--- config.mk ---
export PLATFORM = sky130hd
export DESIGN_NAME = alu_seq_exec
export DESIGN_NICKNAME = d
export VERILOG_FILES = /design/src/rtl/alu_seq_exec.sv
export SDC_FILE = /design/constraint.sdc
export NUM_CORES = 1
export LEC_CHECK = 0
export BUFFER_PORTS_ARGS = -buffer_cell sky130_fd_sc_hd__buf_4
export CAP_MARGIN = 20
export CORE_ASPECT_RATIO = 1.2
export CORE_UTILIZATION = 50
export DETAILED_ROUTE_END_ITERATION = 6
export PLACE_DENSITY = 0.7
export SYNTH_ARGS = -nofsm -noshare
export SYNTH_HDL_FRONTEND = slang
export SYNTH_SLANG_ARGS = --single-unit
--- constraint.sdc ---
create_clock -name clk -period 10.6 [get_ports clk]
set_clock_uncertainty 0.2 [all_clocks]
set_input_delay 0.53 -clock clk [delete_from_list [all_inputs] [get_ports clk]]
set_output_delay 0.53 -clock clk [all_outputs]
set_load 0.005 [all_outputs]
--- src/rtl/alu_seq_exec.sv ---
// Multi-cycle execute unit: single-cycle logic/arithmetic, iterative one-bit-per-cycle shifts.
// Define ALU_FAST_SHIFT_EN to replace the iterative shifter with a single-cycle barrel shifter.
module alu_seq_exec #(
    parameter int XLEN = 32,
    parameter int SHW  = 5
) (
    input  logic            clk,
    input  logic            rst_n,
    input  logic            in_valid,
    output logic            in_ready,
    input  logic [3:0]      alu_ctrl,
    input  logic [XLEN-1:0] op_a,
    input  logic [XLEN-1:0] op_b,
    output logic            out_valid,
    input  logic            out_ready,
    output logic [XLEN-1:0] result,
    output logic            zero,
    output logic            illegal
);

    localparam logic [3:0] OP_AND  = 4'b0000;
    localparam logic [3:0] OP_OR   = 4'b0001;
    localparam logic [3:0] OP_ADD  = 4'b0010;
    localparam logic [3:0] OP_SUB  = 4'b0110;
    localparam logic [3:0] OP_XOR  = 4'b0111;
    localparam logic [3:0] OP_SLL  = 4'b0011;
    localparam logic [3:0] OP_SRL  = 4'b1000;
    localparam logic [3:0] OP_SRA  = 4'b1010;
    localparam logic [3:0] OP_SLT  = 4'b0100;
    localparam logic [3:0] OP_SLTU = 4'b0101;

    typedef enum logic [1:0] {
        IDLE,
        SHIFT,
        DONE
    } state_t;

    state_t             state;
    logic [3:0]         ctrl_q;
    logic [SHW-1:0]     count;
    logic [SHW-1:0]     amt;
    logic [XLEN-1:0]    alu_res;
    logic               alu_illegal;
    logic               is_shift;
    logic [XLEN-1:0]    shift_next;

    function automatic logic [XLEN-1:0] shift1(input logic [3:0] ctrl, input logic [XLEN-1:0] v);
        logic [XLEN-1:0] r;
        case (ctrl)
            OP_SLL:  r = {v[XLEN-2:0], 1'b0};
            OP_SRL:  r = {1'b0, v[XLEN-1:1]};
            default: r = {v[XLEN-1], v[XLEN-1:1]};
        endcase
        return r;
    endfunction

    assign in_ready   = rst_n && (state == IDLE);
    assign amt        = op_b[SHW-1:0];
    assign is_shift   = (alu_ctrl == OP_SLL) || (alu_ctrl == OP_SRL) || (alu_ctrl == OP_SRA);
    assign shift_next = shift1(ctrl_q, result);

    // Single-cycle datapath; in the iterative build it only resolves shifts of 0 or 1.
    always_comb begin
        alu_res     = '0;
        alu_illegal = 1'b0;
        case (alu_ctrl)
            OP_AND:  alu_res = op_a & op_b;
            OP_OR:   alu_res = op_a | op_b;
            OP_ADD:  alu_res = op_a + op_b;
            OP_SUB:  alu_res = op_a - op_b;
            OP_XOR:  alu_res = op_a ^ op_b;
            OP_SLT:  alu_res = {{(XLEN-1){1'b0}}, ($signed(op_a) < $signed(op_b))};
            OP_SLTU: alu_res = {{(XLEN-1){1'b0}}, (op_a < op_b)};
`ifdef ALU_FAST_SHIFT_EN
            OP_SLL:  alu_res = op_a << amt;
            OP_SRL:  alu_res = op_a >> amt;
            OP_SRA:  alu_res = $unsigned($signed(op_a) >>> amt);
`else
            OP_SLL, OP_SRL, OP_SRA:
                     alu_res = (amt == '0) ? op_a : shift1(alu_ctrl, op_a);
`endif
            default: alu_illegal = 1'b1;
        endcase
    end

    // The first shift step happens on the accepting edge, so an n-bit shift reports after n cycles.
    always_ff @(posedge clk) begin
        if (!rst_n) begin
            state     <= IDLE;
            ctrl_q    <= '0;
            count     <= '0;
            result    <= '0;
            zero      <= 1'b0;
            illegal   <= 1'b0;
            out_valid <= 1'b0;
        end else begin
            case (state)
                IDLE: begin
                    if (in_valid) begin
                        ctrl_q <= alu_ctrl;
`ifndef ALU_FAST_SHIFT_EN
                        if (is_shift && (amt > SHW'(1))) begin
                            result <= shift1(alu_ctrl, op_a);
                            count  <= amt - SHW'(1);
                            state  <= SHIFT;
                        end else
`endif
                        begin
                            result    <= alu_res;
                            zero      <= (alu_res == '0);
                            illegal   <= alu_illegal;
                            out_valid <= 1'b1;
                            state     <= DONE;
                        end
                    end
                end
                SHIFT: begin
                    result <= shift_next;
                    count  <= count - SHW'(1);
                    if (count == SHW'(1)) begin
                        zero      <= (shift_next == '0);
                        illegal   <= 1'b0;
                        out_valid <= 1'b1;
                        state     <= DONE;
                    end
                end
                DONE: begin
                    if (out_ready) begin
                        out_valid <= 1'b0;
                        state     <= IDLE;
                    end
                end
                default: state <= IDLE;
            endcase
        end
    end

endmodule

==> flow_summary.json <==
{
  "syn2layout_area_growth_pct": 11.0,
  "synth-seq-cells": 46,
  "post_cts_buffers": 0,
  "yosysWarnings": 0,
  "antenna_found_initial": 0,
  "worstSkewPairLatency_ns": 0.29,
  "worst_hold_slack_ns": 0.288,
  "die_h_um": 152,
  "grt_max_degree": 54,
  "hp-start": "ctrl_q[1]",
  "grt_first_pass_wirelength_um": 54400,
  "gp_congestion": 1.02,
  "start_util_pct": 51.4,
  "cp_top_family": "compound AO/OA/AOI/OAI gates",
  "gr-total-overflow": 0,
  "cts_root_buffer": "clkbuf_16",
  "power_frac_clock_pct": 19.0,
  "core_area_um2": 18300,
  "swShare_pct": 45.8,
  "dieArea_um2": 19400,
  "diodes": 0,
  "slew_headroom_pct": 14.2,
  "avgSynthCellArea_um2": 6.62,
  "final-setup-viol-count": 0,
  "cts_tree": "yes",
  "dp_hpwl_um": 26000,
  "cp-start-kind": "input port",
  "seq_area_um2": 921,
  "via_count": 11262,
  "path_buf_inv": 2,
  "worstReg2RegEnd": "zero",
  "final.setup.tns_ns": 0,
  "holdPathStages": 2,
  "num_rows": 54,
  "multi_input_area_um2": 7720,
  "wl_per_cell_um": 20.3,
  "fin_area_um2": 10400,
  "fin_crit_sh_pct": 48.3,
  "remaining_drc_errors": 0,
  "die_x_um": 127,
  "p_int_mw": 0.482,
  "max_freq_mhz": 195,
  "synthTopCellsByCount": "a21oi_1 (162), nand2_1 (160), nor2_1 (126)",
  "end_kind": "flop",
  "r2r_cells": 11,
  "holdBufCountCts": 0,
  "p_comb_share_pct": 56.6,
  "grt_pass1_vias": 10291,
  "min_to": "ctrl_q[1]",
  "synthCells": 1422,
  "clk_pin_slew_ns": 0.06,
  "rsz0062_at_grt": "no",
  "yosysSeqAreaShare_pct": 9.79,
  "reg2reg_slack_ns": 7.41,
  "io_buffers": 107,
  "h-tree-depth": 2,
  "pwr_density_cell_nw_per_um2": 85.2,
  "tightest_slew_ns": 1.27,
  "power_frac_seq_pct": 24.4,
  "track_usage_pct": 34.9,
  "rr_startpoint": "state[0]",
  "fin_crit_ns": 5.12,
  "numCtsBuffers": 5,
  "crit_type": "in -> reg",
  "final-hold-violation-count": 0,
  "cts_max_path_buffers": 2,
  "yosysMostFrequentCell": "a21oi_1",
  "maxSlewViolCount": 0,
  "fillers": 1847,
  "io_pins": 108,
  "viasPerCell": 6.61,
  "drt_iter0_drc": 1405,
  "async_flop_share_pct": 0,
  "slowest_stage": "a2111oi_0",
  "crit_arrival_ns": 5.13,
  "synth.top_cells.by_area": "ha_1 (15%), dfxtp_1 (9.8%), a21oi_1 (8.6%)",
  "cp.required_ns": 10.61,
  "placed_cell_area_um2": 10300,
  "min_path_type": "reg -> reg",
  "status": "finished clean",
  "yosys.area.top_type": "ha_1",
  "maxCapViolations": 0,
  "synth_edf_count": 0,
  "nets": 1636,
  "yosysTopAreaCellShare_pct": 14.9,
  "layout-drive-gt1-share_pct": 11.5,
  "antenna_left": 0,
  "drt_wl_total_um": 34500,
  "netlist_area_um2": 9410,
  "post_cts_resized": 0,
  "slowest_delay_ns": 0.78,
  "pre_cts_ws_ns": 5.56,
  "p_sw_mw": 0.408,
  "firstDrtPassIters": 6,
  "crit_chain": "buf_4, ha_1, inv_1, fa_1, nand2b_1, a2111oi_0, o211ai_1, a21oi_1, o31ai_1, a221oi_1, o21ai_1, nor4_1, nand4b_1, or4_1, o31ai_2",
  "worstPathMaxFanout": 8,
  "p_leak_nw": 4.35,
  "synth_fp_nets": 1608,
  "synth_flop_cell": "dfxtp_1",
  "cts_sinks": 46,
  "layout_setup_ws_ns": 5.48,
  "vdd.ir_drop.worst_mv": 0.0603,
  "ys_types": 87
}
area by class of cell:
cell class | count | area share (%)
Timing Repair Buffer | 125 | 9.09
Clock buffer | 7 | 1.46
Clock inverter | 1 | 0.0839
Tap cell | 252 | 3.02
Multi-Input combinational cell | 1172 | 73.9
Inverter | 100 | 3.59
Sequential cell | 46 | 8.82
worst max path at each step:
stage | cells past startpoint | end | from
CTS | 15 | zero | op_b[0]
global placement | 15 | zero | op_b[0]
floorplan | 14 | zero | op_a[0]
finish | 15 | zero | op_b[0]
global route | 15 | zero | op_b[0]
detailed placement | 15 | zero | op_b[0]
power by group through the flow:
| stage | registers (mW) | clock network [mW] | logic [mW] |
|---|---|---|---|
| after floorplan | 0.214 | 0 | 0.325 |
| after global placement | 0.221 | 0 | 0.483 |
| after detailed placement | 0.221 | 0 | 0.486 |
| after CTS | 0.217 | 0.172 | 0.488 |
| after global routing | 0.220 | 0.177 | 0.549 |
| final | 0.218 | 0.169 | 0.503 |
logic make-up after synthesis:
logic type | share of synthesized area [%]
buf+inv | 8.51
flops | 9.79
xor+xnor | 0.931
fa+ha+maj | 15.3
simple gates | 24.1
mux | 3.42
compound gates | 37.9
state kept, by name, indices dropped and copies added (netlist names):
name and count:
result 32, count 5, state 2, illegal 1, out_valid 1, ctrl_q 4
zero 1
cell usage in the layout, fill, tap and decap left out, drive strengths merged, types with 8 or more instances in the layout:
master	count
nor4	24
nand2b	13
nor2	126
a21oi	162
dfxtp	46
inv	100
mux2i	31
buf	125
a221oi	16
or3	8
nor3	26
ha	112
a31oi	19
a21o	12
a22oi	22
a211oi	19
a21boi	30
nor3b	9
o31ai	14
and2	9
o221ai	9
nand2	160
o21a	12
o21ai	93
o22ai	14
nor2b	22
o211ai	40
nand3	35
nand4	10
worst reg2reg max path: cells and delay by family (launching register included):
kind               cells  cell delay [ns]
AOI/OAI and AO/OA      2             0.26
DFF                    1             0.37
and+or+nand+nor        9             2.28
stage by stage:
stage | power [mW] | util [%] | instances
3_5_place_dp | 0.707 | 56.0 | 1693
6_report | 0.890 | 57.0 | 1703
3_3_place_gp | 0.704 | 56.0 | 1693
4_1_cts | 0.877 | 56.9 | 1701
5_1_grt | 0.947 | 57.0 | 1703
2_1_floorplan | 0.540 | - | 1422
per-layer routing:
metal | vias up | GRT usage, % | part of all wire, %
li1 | 5277 | - | -
met1 | 5151 | 45.8 | 40
met2 | 693 | 56.1 | 45
met3 | 141 | 4.21 | 9.6
met4 | 0 | 17.5 | 5.2
met5 | - | 0 | 0
Note: power is estimated with default switching activity, not from simulation.
